### config.mk
export PLATFORM = sky130hd
export DESIGN_NAME = uart_cmd_sequencer_flat
export DESIGN_NICKNAME = d
export VERILOG_FILES = /design/src/rtl/uart_cmd_pkg.sv /design/src/rtl/uart_cmd_sequencer_if.sv /design/src/rtl/uart_strobe_sync.sv /design/src/rtl/uart_cmd_sequencer.sv /design/src/flat_wrapper.sv
export SDC_FILE = /design/constraint.sdc
export NUM_CORES = 1
export LEC_CHECK = 0
export CAP_MARGIN = 20
export CORE_ASPECT_RATIO = 1.2
export CORE_UTILIZATION = 45
export CTS_CLUSTER_DIAMETER = 60
export DETAILED_ROUTE_END_ITERATION = 7
export MAX_ROUTING_LAYER = met4
export PLACE_DENSITY = 0.75
export REMOVE_ABC_BUFFERS = 1
export SLEW_MARGIN = 20
export SYNTH_ARGS = -nofsm -noshare
export SYNTH_HDL_FRONTEND = slang
export SYNTH_SLANG_ARGS = --single-unit
### constraint.sdc
create_clock -name clk -period 1.95 [get_ports clk]
set_input_delay 0.39 -clock clk [delete_from_list [all_inputs] [get_ports clk]]
set_output_delay 0.39 -clock clk [all_outputs]
set_load 0.01 [all_outputs]
### src/rtl/uart_cmd_pkg.sv
// Shared definitions for the UART command sequencer: command codes, CONFIG
// sub-codes, FSM encoding and reset constants.
package uart_cmd_pkg;

  typedef enum logic [1:0] {
    CMD_DATA   = 2'd0,
    CMD_CONFIG = 2'd1,
    CMD_PREDIV = 2'd2,
    CMD_SPARE  = 2'd3
  } cmd_e;

  typedef enum logic [1:0] {
    ST_IDLE    = 2'd0,
    ST_NIB_LO  = 2'd1,
    ST_TX_WAIT = 2'd2
  } state_e;

  localparam logic [4:0] CFG_SOFT_RESET  = 5'b11000;
  localparam logic [4:0] CFG_CLR_OVERRUN = 5'b10000;
  localparam logic [7:0] PREDIV_RST      = 8'h0C;

  // The first write of a pair always supplies the low nibble.
  function automatic logic [7:0] join_nibbles(input logic [3:0] hi, input logic [3:0] lo);
    return {hi, lo};
  endfunction

endpackage

### src/rtl/uart_cmd_sequencer_if.sv
// Host command port and UART transmit/status signals of the command sequencer.
interface uart_cmd_sequencer_if;
  import uart_cmd_pkg::*;

  logic       cmd_strobe;
  logic [1:0] cmd;
  logic [4:0] payload;
  logic [7:0] tx_data;
  logic       tx_valid;
  logic       tx_ready;
  logic [7:0] prediv;
  logic [2:0] cfg;
  logic       reset_cmd_strobe;
  logic [7:0] status;

  modport master (
    output cmd_strobe, cmd, payload, tx_ready,
    input  tx_data, tx_valid, prediv, cfg, reset_cmd_strobe, status
  );

  modport slave (
    input  cmd_strobe, cmd, payload, tx_ready,
    output tx_data, tx_valid, prediv, cfg, reset_cmd_strobe, status
  );

endinterface

### src/rtl/uart_strobe_sync.sv
// Two-flop synchroniser for the asynchronous host strobe followed by a
// rising-edge detector producing a single-cycle execute pulse.
module uart_strobe_sync (
  input  logic clk,
  input  logic reset,
  input  logic i_async,
  output logic o_pulse
);

  logic r_meta_p0;
  logic r_sync_p1;
  logic r_prev_p2;

  always_ff @(posedge clk) begin
    if (reset) begin
      r_meta_p0 <= 1'b0;
      r_sync_p1 <= 1'b0;
      r_prev_p2 <= 1'b0;
    end else begin
      r_meta_p0 <= i_async;
      r_sync_p1 <= r_meta_p0;
      r_prev_p2 <= r_sync_p1;
    end
  end

  assign o_pulse = r_sync_p1 & ~r_prev_p2;

endmodule

### src/rtl/uart_cmd_sequencer.sv
// Decodes synchronised host commands into UART transmit bytes, prescaler and
// line configuration, with a two-write nibble protocol for 8-bit values.
module uart_cmd_sequencer
  import uart_cmd_pkg::*;
(
  input  logic           clk,
  input  logic           reset,
  uart_cmd_sequencer_if.slave bus
);

  logic w_exec;

  uart_strobe_sync u_sync (
    .clk     (clk),
    .reset   (reset),
    .i_async (bus.cmd_strobe),
    .o_pulse (w_exec)
  );

  state_e     r_state, w_state_n;
  logic [7:0] r_tx_data, w_tx_data_n;
  logic       r_tx_valid, w_tx_valid_n;
  logic [7:0] r_prediv, w_prediv_n;
  logic [2:0] r_cfg, w_cfg_n;
  logic       r_overrun, w_overrun_n;
  logic       r_nib_pending, w_nib_pending_n;
  logic       r_pend_is_prediv, w_pend_is_prediv_n;
  logic [3:0] r_nib_lo, w_nib_lo_n;
  logic       r_rst_strobe, w_rst_strobe_n;

  always_comb begin
    w_tx_data_n        = r_tx_data;
    w_tx_valid_n       = r_tx_valid;
    w_prediv_n         = r_prediv;
    w_cfg_n            = r_cfg;
    w_overrun_n        = r_overrun;
    w_nib_pending_n    = r_nib_pending;
    w_pend_is_prediv_n = r_pend_is_prediv;
    w_nib_lo_n         = r_nib_lo;
    w_rst_strobe_n     = 1'b0;

    // Handshake resolves first so a command in the same cycle sees the slot free.
    if (r_state == ST_TX_WAIT && bus.tx_ready)
      w_tx_valid_n = 1'b0;

    if (w_exec) begin
      unique case (cmd_e'(bus.cmd))
        CMD_DATA: begin
          if (w_tx_valid_n) begin
            w_overrun_n = 1'b1;
          end else if (r_nib_pending && !r_pend_is_prediv) begin
            w_tx_data_n     = join_nibbles(bus.payload[3:0], r_nib_lo);
            w_tx_valid_n    = 1'b1;
            w_nib_pending_n = 1'b0;
          end else begin
            w_nib_lo_n         = bus.payload[3:0];
            w_nib_pending_n    = 1'b1;
            w_pend_is_prediv_n = 1'b0;
          end
        end
        CMD_PREDIV: begin
          if (r_nib_pending && r_pend_is_prediv) begin
            w_prediv_n         = join_nibbles(bus.payload[3:0], r_nib_lo);
            w_nib_pending_n    = 1'b0;
            w_pend_is_prediv_n = 1'b0;
          end else begin
            w_nib_lo_n         = bus.payload[3:0];
            w_nib_pending_n    = 1'b1;
            w_pend_is_prediv_n = 1'b1;
          end
        end
        CMD_CONFIG: begin
          // Soft reset leaves the strobe synchroniser alone so a still-high
          // host strobe cannot re-trigger the same command.
          if (bus.payload == CFG_SOFT_RESET) begin
            w_tx_data_n        = 8'h00;
            w_tx_valid_n       = 1'b0;
            w_prediv_n         = PREDIV_RST;
            w_cfg_n            = 3'b000;
            w_overrun_n        = 1'b0;
            w_nib_pending_n    = 1'b0;
            w_pend_is_prediv_n = 1'b0;
            w_nib_lo_n         = 4'h0;
            w_rst_strobe_n     = 1'b1;
          end else if (bus.payload == CFG_CLR_OVERRUN) begin
            w_overrun_n = 1'b0;
          end else if (!bus.payload[4]) begin
            w_cfg_n = bus.payload[2:0];
          end
        end
        CMD_SPARE: ;
      endcase
    end

    if (w_tx_valid_n)         w_state_n = ST_TX_WAIT;
    else if (w_nib_pending_n) w_state_n = ST_NIB_LO;
    else                      w_state_n = ST_IDLE;
  end

  always_ff @(posedge clk) begin
    if (reset) begin
      r_state          <= ST_IDLE;
      r_tx_data        <= 8'h00;
      r_tx_valid       <= 1'b0;
      r_prediv         <= PREDIV_RST;
      r_cfg            <= 3'b000;
      r_overrun        <= 1'b0;
      r_nib_pending    <= 1'b0;
      r_pend_is_prediv <= 1'b0;
      r_nib_lo         <= 4'h0;
      r_rst_strobe     <= 1'b0;
    end else begin
      r_state          <= w_state_n;
      r_tx_data        <= w_tx_data_n;
      r_tx_valid       <= w_tx_valid_n;
      r_prediv         <= w_prediv_n;
      r_cfg            <= w_cfg_n;
      r_overrun        <= w_overrun_n;
      r_nib_pending    <= w_nib_pending_n;
      r_pend_is_prediv <= w_pend_is_prediv_n;
      r_nib_lo         <= w_nib_lo_n;
      r_rst_strobe     <= w_rst_strobe_n;
    end
  end

  assign bus.tx_data          = r_tx_data;
  assign bus.tx_valid         = r_tx_valid;
  assign bus.prediv           = r_prediv;
  assign bus.cfg              = r_cfg;
  assign bus.reset_cmd_strobe = r_rst_strobe;
  assign bus.status           = {r_tx_valid, r_overrun, r_nib_pending, r_pend_is_prediv,
                                 1'b0, r_cfg};

endmodule
### src/flat_wrapper.sv
// flat-port wrapper written by rule: the top's interface ports become plain ports
module uart_cmd_sequencer_flat import uart_cmd_pkg::*;
  (clk, reset, bus_cmd_strobe, bus_cmd, bus_payload, bus_tx_ready, bus_tx_data, bus_tx_valid, bus_prediv, bus_cfg, bus_reset_cmd_strobe, bus_status);
  uart_cmd_sequencer_if bus_i ();
  input  logic clk;
  input  logic reset;
  input wire logic [$bits(bus_i.cmd_strobe)-1:0] bus_cmd_strobe;
  input wire logic [$bits(bus_i.cmd)-1:0] bus_cmd;
  input wire logic [$bits(bus_i.payload)-1:0] bus_payload;
  input wire logic [$bits(bus_i.tx_ready)-1:0] bus_tx_ready;
  output wire logic [$bits(bus_i.tx_data)-1:0] bus_tx_data;
  output wire logic [$bits(bus_i.tx_valid)-1:0] bus_tx_valid;
  output wire logic [$bits(bus_i.prediv)-1:0] bus_prediv;
  output wire logic [$bits(bus_i.cfg)-1:0] bus_cfg;
  output wire logic [$bits(bus_i.reset_cmd_strobe)-1:0] bus_reset_cmd_strobe;
  output wire logic [$bits(bus_i.status)-1:0] bus_status;
  assign bus_i.cmd_strobe = bus_cmd_strobe;
  assign bus_i.cmd = bus_cmd;
  assign bus_i.payload = bus_payload;
  assign bus_i.tx_ready = bus_tx_ready;
  assign bus_tx_data = bus_i.tx_data;
  assign bus_tx_valid = bus_i.tx_valid;
  assign bus_prediv = bus_i.prediv;
  assign bus_cfg = bus_i.cfg;
  assign bus_reset_cmd_strobe = bus_i.reset_cmd_strobe;
  assign bus_status = bus_i.status;
  uart_cmd_sequencer u_core (.clk(clk), .reset(reset), .bus(bus_i));
endmodule
* After elaboration in Yosys (flattened, before gate mapping) *
Cells that the tools add are included.

word-level totals
  flip-flop bits (word level) = 33
  input bits = 11
  output and inout port bits = 29
  word-level logic and storage cells = 87

operators by class
  equal/unequal tests = 15
  multiplexer cells = 38
  bitwise logic cells = 4
  reduce and logical (&&, ||, !) cells = 16

operators with widths
  cell                                                                   number
  8-bit two-way mux                                                      5
  8-bit one-hot mux with 2 select lines                                  2
  1-bit two-way mux                                                      18
  4-bit two-way mux                                                      4
  2-bit by 1-bit != test with 1-bit output, second input constant        6
  4-bit one-hot mux with 3 select lines                                  1
  4-bit AND reduction                                                    3
  5-bit equality test, second input constant                             2
  5-bit AND reduction                                                    2
  3-bit two-way mux                                                      3
  2-bit != test, second input constant                                   3
  1-bit one-hot mux with 3 select lines                                  2
  6-bit AND reduction                                                    1
  2-bit equality test, second input constant                             2
  1-bit one-hot mux with 2 select lines                                  2
  2-bit nonzero test                                                     2
  1-bit logical AND                                                      3
  3-bit by 1-bit != test with 1-bit output, second input constant        1
  1-bit NOT                                                              3
  3-bit nonzero test                                                     1
  3-bit OR reduction                                                     1
  2-bit by 1-bit equality test with 1-bit output, second input constant  1
  2-bit logical NOT                                                      1
  2-bit two-way mux                                                      1
  other kinds (3)                                                        3

* Longest topological paths before layout *
Gate-level depths: netlist (run 1).

  word-level depth = 8
  gate-level depth with buffers = 7
  mapped depth without buffers = 7

* By module *
Synthesis (run 1) repeated with hierarchy kept, for this count alone.

unflattened totals
  cell total of the unflattened synthesis = 152
  area total of the unflattened synthesis = 1452.6 sq um

by module, submodules not included
  module              times used  cells each  area an instance (sq um)  sequential area each (sq um)
  uart_cmd_sequencer  1           145         1365.1                    580.6
  uart_strobe_sync    1           7           87.6                      60.1

* Worst setup path after synthesis (run 1) *
OpenSTA, ideal clock, no wires.

  kind = input to register
  from = in bus_cmd[0]
  to = reg u_core.r_prediv[0] (netlist: u_core.bus.prediv[0])
  setup time = 0.117 ns
  data arrival time = 1.622 ns
  required time = 1.833 ns
  path slack = 0.211 ns
  cell stages on the path = 7
  buffers on the path = 0
  cells stage by stage = inv_1 > ha_1 > a21boi_2 > nor3b_4 > a21boi_4 > nor2_2 > a32o_1

on the way
  longest elaborated chain between the ends = 3
  elaborated cells on any way between the ends = 7
  classes of those cells = eq/ne: 4; mux: 1; reduce/logical: 2

RTL lines
  element                                                                                          line                       text
  start, declared                                                                                  flat_wrapper.sv:8          input wire logic [$bits(bus_i.cmd)-1:0] bus_cmd;
  2-bit equality test / 2-bit by 1-bit equality test with 1-bit output (equally long branches)     uart_cmd_sequencer.sv:47   unique case (cmd_e'(bus.cmd))
  2-bit by 1-bit != test with 1-bit output (no line) / 2-bit nonzero test (equally long branches)  n/a
  4-bit AND reduction (no line)                                                                    n/a
  end signal, assigned                                                                             uart_cmd_sequencer.sv:116  r_prediv <= w_prediv_n;
  end, declared                                                                                    uart_cmd_sequencer.sv:23   logic [7:0] r_prediv, w_prediv_n;

Parallel ways exist; a longest one is shown, timed or not.
A chain may end at the register's enable or synchronous reset.

* Worst setup path after layout (run 1) *
  from = in bus_cmd[0]
  to = reg u_core.r_state[0]

on the way
  longest elaborated chain between the ends = 4
  elaborated cells on any way between the ends = 9
  classes of those cells = eq/ne: 2; mux: 5; reduce/logical: 2

RTL lines
  element                                                                                                line                       text
  2-bit by 1-bit equality test with 1-bit output (tied with other cells)                                 uart_cmd_sequencer.sv:47
  1-bit one-hot mux with 3 select lines / 1-bit one-hot mux with 2 select lines (equally long branches)  uart_cmd_sequencer.sv:47
  1-bit two-way mux                                                                                      uart_cmd_sequencer.sv:46   if (w_exec) begin
  1-bit two-way mux / 2-bit OR reduction (equally long branches)                                         n/a
  end signal, assigned                                                                                   uart_cmd_sequencer.sv:113  r_state <= w_state_n;
  end, declared                                                                                          uart_cmd_sequencer.sv:20   state_e r_state, w_state_n;

Parallel ways exist; a longest one is shown, timed or not.

==> results of run 1 <==
[through the flow]
| stage | power (mW) | util, % |
|---|---|---|
| global route | 1.36 | 65.8 |
| CTS | 1.31 | 65.8 |
| floorplan | 0.745 | - |
| detailed placement | 0.828 | 63.4 |
| finish | 1.30 | 65.8 |
| global placement | 0.824 | 63.4 |
[area by class of cell]
| cell class | instances | share of cell area (%) |
|---|---|---|
| Multi-Input combinational cell | 101 | 36.3 |
| Sequential cell | 32 | 31.3 |
| Timing Repair Buffer | 57 | 25.5 |
| Tap cell | 36 | 2.20 |
| Clock buffer | 6 | 2.02 |
| Clock inverter | 2 | 1.71 |
| Inverter | 5 | 0.916 |
[worst min-delay path by stage]
| stage | from | end | slack, ns | depth (start not counted) |
|---|---|---|---|---|
| after floorplan | u_core.u_sync.r_meta_p0$_SDFF_PP0_ | u_core.u_sync.r_sync_p1$_SDFF_PP0_ | 0.41 | 1 |
| after global placement | u_core.u_sync.r_meta_p0$_SDFF_PP0_ | u_core.u_sync.r_sync_p1$_SDFF_PP0_ | 0.43 | 1 |
| after detailed placement | u_core.u_sync.r_meta_p0$_SDFF_PP0_ | u_core.u_sync.r_sync_p1$_SDFF_PP0_ | 0.43 | 1 |
| after CTS | u_core.u_sync.r_meta_p0$_SDFF_PP0_ | u_core.u_sync.r_sync_p1$_SDFF_PP0_ | 0.46 | 1 |
| after global routing | u_core.u_sync.r_meta_p0$_SDFF_PP0_ | u_core.u_sync.r_sync_p1$_SDFF_PP0_ | 0.49 | 1 |
| final | u_core.u_sync.r_meta_p0$_SDFF_PP0_ | u_core.u_sync.r_sync_p1$_SDFF_PP0_ | 0.45 | 1 |
[flip-flops by register name, indices dropped and copies added (netlist names)]
signal                       flops
u_core.bus.cfg                   3
u_core.bus.prediv                8
u_core.bus.reset_cmd_strobe      1
u_core.bus.tx_data               8
u_core.r_nib_lo                  4
u_core.r_nib_pending             1
u_core.r_overrun                 1
u_core.r_pend_is_prediv          1
u_core.r_state                   2
u_core.u_sync.r_meta_p0          1
u_core.u_sync.r_prev_p2          1
u_core.u_sync.r_sync_p1          1
[power by group]
group | internal [mW] | total [mW] | switching, mW | leakage (nW)
Sequential | 0.662 | 0.668 | 0.00621 | 0.259
Clock | 0.269 | 0.489 | 0.220 | 0.0422
Combinational | 0.0778 | 0.144 | 0.0665 | 0.531
Total | 1.01 | 1.30 | 0.293 | 0.832
[cell families (layout without fill, tap and decap cells)]
kind of cell	Yosys count	after routing
mux	16	16
buf+inv	18	70
simple gates	56	56
flops	32	32
other cells	1	1
compound gates	24	24
fa+ha+maj	4	4
[layout by cell type, fill, tap and decap left out, types with 6 or more instances in the layout]
master,n
nand2b_1,15
dfxtp_1,32
clkdlybuf4s50_1,38
nor2_1,6
nand2_1,16
mux2i_1,15
nor2b_1,8
buf_4,19
a32o_1,6
[worst register-to-register path, stage by stage (launching register included)]
cell,delay [ns]
dfxtp_1,0.49
nor2b_1,0.23
nand2_1,0.10
o22ai_1,0.17
nand2_2,0.22
mux2i_1,0.18
[per-layer routing]
layer | track usage [%] | routed length (um)
met5 | - | 0
met1 | 25.5 | 1370
met3 | 7.04 | 126
met4 | 9.94 | 76
met2 | 35.8 | 1650
==> flow_summary.json, run 1 <==
{
  "synthAdderAreaFrac_pct": 3.37,
  "fin_cells": 239,
  "async_flop_share_pct": 0,
  "drc": 0,
  "crit_fanout": 7,
  "synth_edf_count": 0,
  "wirelength_um": 3220,
  "synth_area_leader_cell": "dfxtp_1",
  "yosysMostFrequentCell": "dfxtp_1",
  "via_count": 1250,
  "syn_to_final_growth_pct": 38.0,
  "cts_tree": "done",
  "cts.repair.resized": 0,
  "fin_tns_setup_ns": 0,
  "gp_congestion": 0.804,
  "critPathLaunchType": "primary input",
  "grt-ovfl-total": 0,
  "finalClockSkew_ns": 0.00569,
  "path_depth": 7,
  "grt_pass1_vias": 1285,
  "multi_input_area_um2": 744,
  "drtAntennaViolNets": 0,
  "synth_top_family_by_area": "simple AND/OR/NAND/NOR gates",
  "vias_per_cell": 5.23,
  "antenna-diode-count": 0,
  "path_cells": "clkdlybuf4s50_1 > buf_4 > ha_1 > nand2_1 > o31ai_1 > o21ai_0 > nor3_1",
  "r2r_start": "u_core.r_nib_pending$_SDFF_PP0_",
  "slew_viol_final": 0,
  "critPathRequiredTime_ns": 2.21,
  "root_buffer": "clkbuf_4",
  "synth.distinct_cells": 33,
  "path_class": "primary input to register",
  "synth_xor_area_share_pct": 0,
  "final_area_mm2": 0.00205,
  "place.port_buffers": 38,
  "post_cts.repair.setup_buffers": 0,
  "reg2reg_slack_ns": 0.45,
  "leakagePower_nw": 0.832,
  "slowest_delay_ns": 0.48,
  "dpl-instance-area_mm2": 0.00197,
  "grtUsageTotal_pct": 22.7,
  "seq_area_um2": 641,
  "synth_commonest_cells": "dfxtp_1 (32), nand2_1 (16), mux2i_1 (15), nand2b_1 (15)",
  "core_area_mm2": 0.00311,
  "die_w_um": 54.4,
  "drt-initial-drc-count": 14,
  "r2r_cells": 5,
  "ys_warn_count": 0,
  "nFillCells": 260,
  "crit_buf_inv": 2,
  "ys_seq_elements": 32,
  "die_h_um": 64.9,
  "reg2reg_to": "u_core.bus.tx_data[5]$_SDFFE_PP0P_",
  "power_density_mw_per_mm2": 636,
  "avgSynthCellArea_um2": 9.83,
  "post-dp-hpwl_um": 2470,
  "cp_top_family": "buffers and inverters",
  "ys.flop_type": "dfxtp_1",
  "hold_viol": 0,
  "cts_hold_buf": 0,
  "synthMuxAreaShare_pct": 10.9,
  "drv_cap": 0,
  "initial_core_util_pct": 47.7,
  "worstSkewPairLatency_ns": 0.33,
  "ioPinCount": 40,
  "fin_crit_ns": 1.81,
  "fmax_mhz": 553,
  "cp-endpoint": "u_core.r_state[0]$_SDFF_PP0_",
  "yosysSeqAreaShare_pct": 43.2,
  "whs_ns": 0.452,
  "endpoint_kind": "register",
  "rsz0062_at_grt": "no",
  "ctsLongestPathBuffers": 2,
  "synth_top_area_share_pct": 43.2,
  "synth_area_leaders": "dfxtp_1 (43%), mux2i_1 (10%), nand2b_1 (6.3%)",
  "finalSetupViolations": 0,
  "path_clk_slew_ns": 0.09,
  "netlist_instances": 151,
  "die-area_mm2": 0.00353,
  "first_pass_iters": 4,
  "routedWlPerCell_um": 13.5,
  "synthSimpleGateAreaFrac_pct": 20.7,
  "pre_cts_slack_ns": -0.206,
  "antenna_found_initial": 0,
  "rows": 22,
  "drive_above_1_share_pct": 18.2,
  "cpMaxStageDelayCell": "clkdlybuf4s50_1",
  "ctsHtreeMaxLevel": 2,
  "final_nets": 217,
  "grt_pass1_wl_um": 5530,
  "grt_start_max_net_pins": 17,
  "peakVddDrop_mv": 0.666,
  "fin_crit_sh_pct": 92.7,
  "cts_buffers": 5,
  "arrival_ns": 2.07,
  "status": "finished clean",
  "hp-class": "register to register",
  "clock-sinks": 32,
  "synth-compound-area-share_pct": 15.0,
  "synthesis.area_mm2": 0.00148,
  "dp_cells": 231,
  "fin_ws_ns": 0.142,
  "startpoint": "bus_cmd[0]"
}
Power figures use the tool's default switching activity.
==> inputs of run 2 (changes only) <==
--- a/config.mk
+++ b/config.mk
@@ -9,9 +9,10 @@
 export CORE_ASPECT_RATIO = 1.2
 export CORE_UTILIZATION = 45
 export CTS_CLUSTER_DIAMETER = 60
+export CTS_CLUSTER_SIZE = 30
 export DETAILED_ROUTE_END_ITERATION = 7
+export DONT_BUFFER_PORTS = 1
 export MAX_ROUTING_LAYER = met4
-export PLACE_DENSITY = 0.75
 export REMOVE_ABC_BUFFERS = 1
 export SLEW_MARGIN = 20
 export SYNTH_ARGS = -nofsm -noshare
==> run 2 against run 1 <==
Net effect: sequential share of layout area increased by 10 points; utilization decreased by 17 points; critical path depth decreased by 2; highest routed layer unchanged.
==> flow_summary.json, run 2 (synthesized netlist as in run 1, its figures left out) <==
{
  "die_h_um": 64.9,
  "grt_start_max_net_pins": 28,
  "path_clk_slew_ns": 0.10,
  "drt-initial-drc-count": 22,
  "core_area_mm2": 0.00311,
  "grtUsageTotal_pct": 20.2,
  "fin_ws_ns": 0.409,
  "routedWlPerCell_um": 15.6,
  "worstSkewPairLatency_ns": 0.34,
  "fin_tns_setup_ns": 0,
  "drc": 0,
  "post_cts.repair.setup_buffers": 0,
  "first_pass_iters": 4,
  "via_count": 1028,
  "peakVddDrop_mv": 0.481,
  "cts_hold_buf": 0,
  "antenna-diode-count": 0,
  "place.port_buffers": 0,
  "endpoint_kind": "register",
  "leakagePower_nw": 0.608,
  "slew_viol_final": 0,
  "finalSetupViolations": 0,
  "fmax_mhz": 649,
  "die_w_um": 54.4,
  "rsz0062_at_grt": "no",
  "grt-ovfl-total": 0,
  "total_power_mw": 1.16,
  "final_common_cell": "dfxtp_1",
  "initial_core_util_pct": 47.7,
  "power_density_mw_per_mm2": 755,
  "crit_fanout": 6,
  "ctsHtreeMaxLevel": 2,
  "die-area_mm2": 0.00353,
  "drive_above_1_share_pct": 14.1,
  "syn_to_final_growth_pct": 3.37,
  "root_buffer": "clkbuf_4",
  "cts.repair.resized": 0,
  "fin_crit_ns": 1.54,
  "wirelength_um": 2880,
  "arrival_ns": 1.81,
  "final_cell_mix": "dfxtp_1 (32), nand2_1 (16), nand2b_1 (15), mux2i_1 (15), nor2b_1 (8)",
  "grt_pass1_wl_um": 4820,
  "fin_crit_sh_pct": 79.0,
  "ctsLongestPathBuffers": 2,
  "gp_congestion": 0.815,
  "finalClockSkew_ns": 0.00627,
  "critPathRequiredTime_ns": 2.22,
  "path_class": "register to register",
  "drtAntennaViolNets": 0,
  "vias_per_cell": 5.56,
  "critPathLaunchType": "register",
  "cts_buffers": 5,
  "clock-sinks": 32,
  "dp_cells": 177,
  "status": "finished clean",
  "hold_viol": 0,
  "drv_cap": 0,
  "post-route-util_pct": 49.3,
  "cts_tree": "done",
  "rows": 22,
  "final_nets": 163,
  "antenna_found_initial": 0,
  "fin_cells": 185,
  "pre_cts_slack_ns": 0.228,
  "hp-class": "primary input to register",
  "post-dp-hpwl_um": 2050,
  "ioPinCount": 40,
  "grt_pass1_vias": 1015
}
## run 2: cell count changes in the layout (fill, tap and decap cells not counted), sizes merged
cell,delta
clkdlybuf4s50,-38
buf,-16
bufinv,-1
clkbuf,+1
clkinv,-1
clkinvlp,+1
## run 2: critical path: stages, from the launching register on
cell	delay (ns)
dfxtp_1	0.45
a21boi_2	0.36
buf_4	0.19
a221oi_4	0.07
nand2_2	0.18
mux2i_1	0.21
## run 2: routing by layer
metal  part of all wire [%]  global-route usage (%)  up-vias
met3                    6.2                    6.81        8
met5                      0                       -        -
met2                     50                    30.5       29
met4                    2.5                    11.5        0
li1                       -                       -      504
met1                     41                    22.5      487
## run 2: power by group
part / switching (mW) / internal (mW) / total, mW
clock network: 0.236 / 0.176 / 0.412
logic: 0.0408 / 0.0335 / 0.0743
registers: 0.00914 / 0.662 / 0.671
## run 2: worst paths after layout
kind | depth (start not counted) | slack (ns) | endpoint | startpoint
setup / recovery | 5 | 0.41 | u_core.r_nib_lo[3]$_SDFFE_PP0P_ | u_core.r_state[1]$_SDFF_PP0_
hold / removal | 1 | 0.11 | u_core.u_sync.r_prev_p2$_SDFF_PP0_ | reset
setup reg to reg | 5 | 0.41 | u_core.r_nib_lo[3]$_SDFFE_PP0P_ | u_core.r_state[1]$_SDFF_PP0_
hold reg to reg | 1 | 0.46 | u_core.u_sync.r_sync_p1$_SDFF_PP0_ | u_core.u_sync.r_meta_p0$_SDFF_PP0_
## run 2: area by class of cell
cell class              instances  area [um2]
well taps                      36        45.0
multi-input cells             101         744
fillers                       306        1580
clock inverters                 1        7.51
inverters                       5        18.8
repair buffers                  3        22.5
clock buffers                   7        55.1
flip-flops and latches         32         641
## run 2: metrics by stage
| step | hold WS, ns | cell area (um2) |
|---|---|---|
| global route | 0.0812 | 1530 |
| global placement | 0.432 | 1470 |
| finish | 0.110 | 1530 |
| CTS | 0.101 | 1530 |
| detailed placement | 0.449 | 1470 |
| floorplan | 0.414 | 1400 |
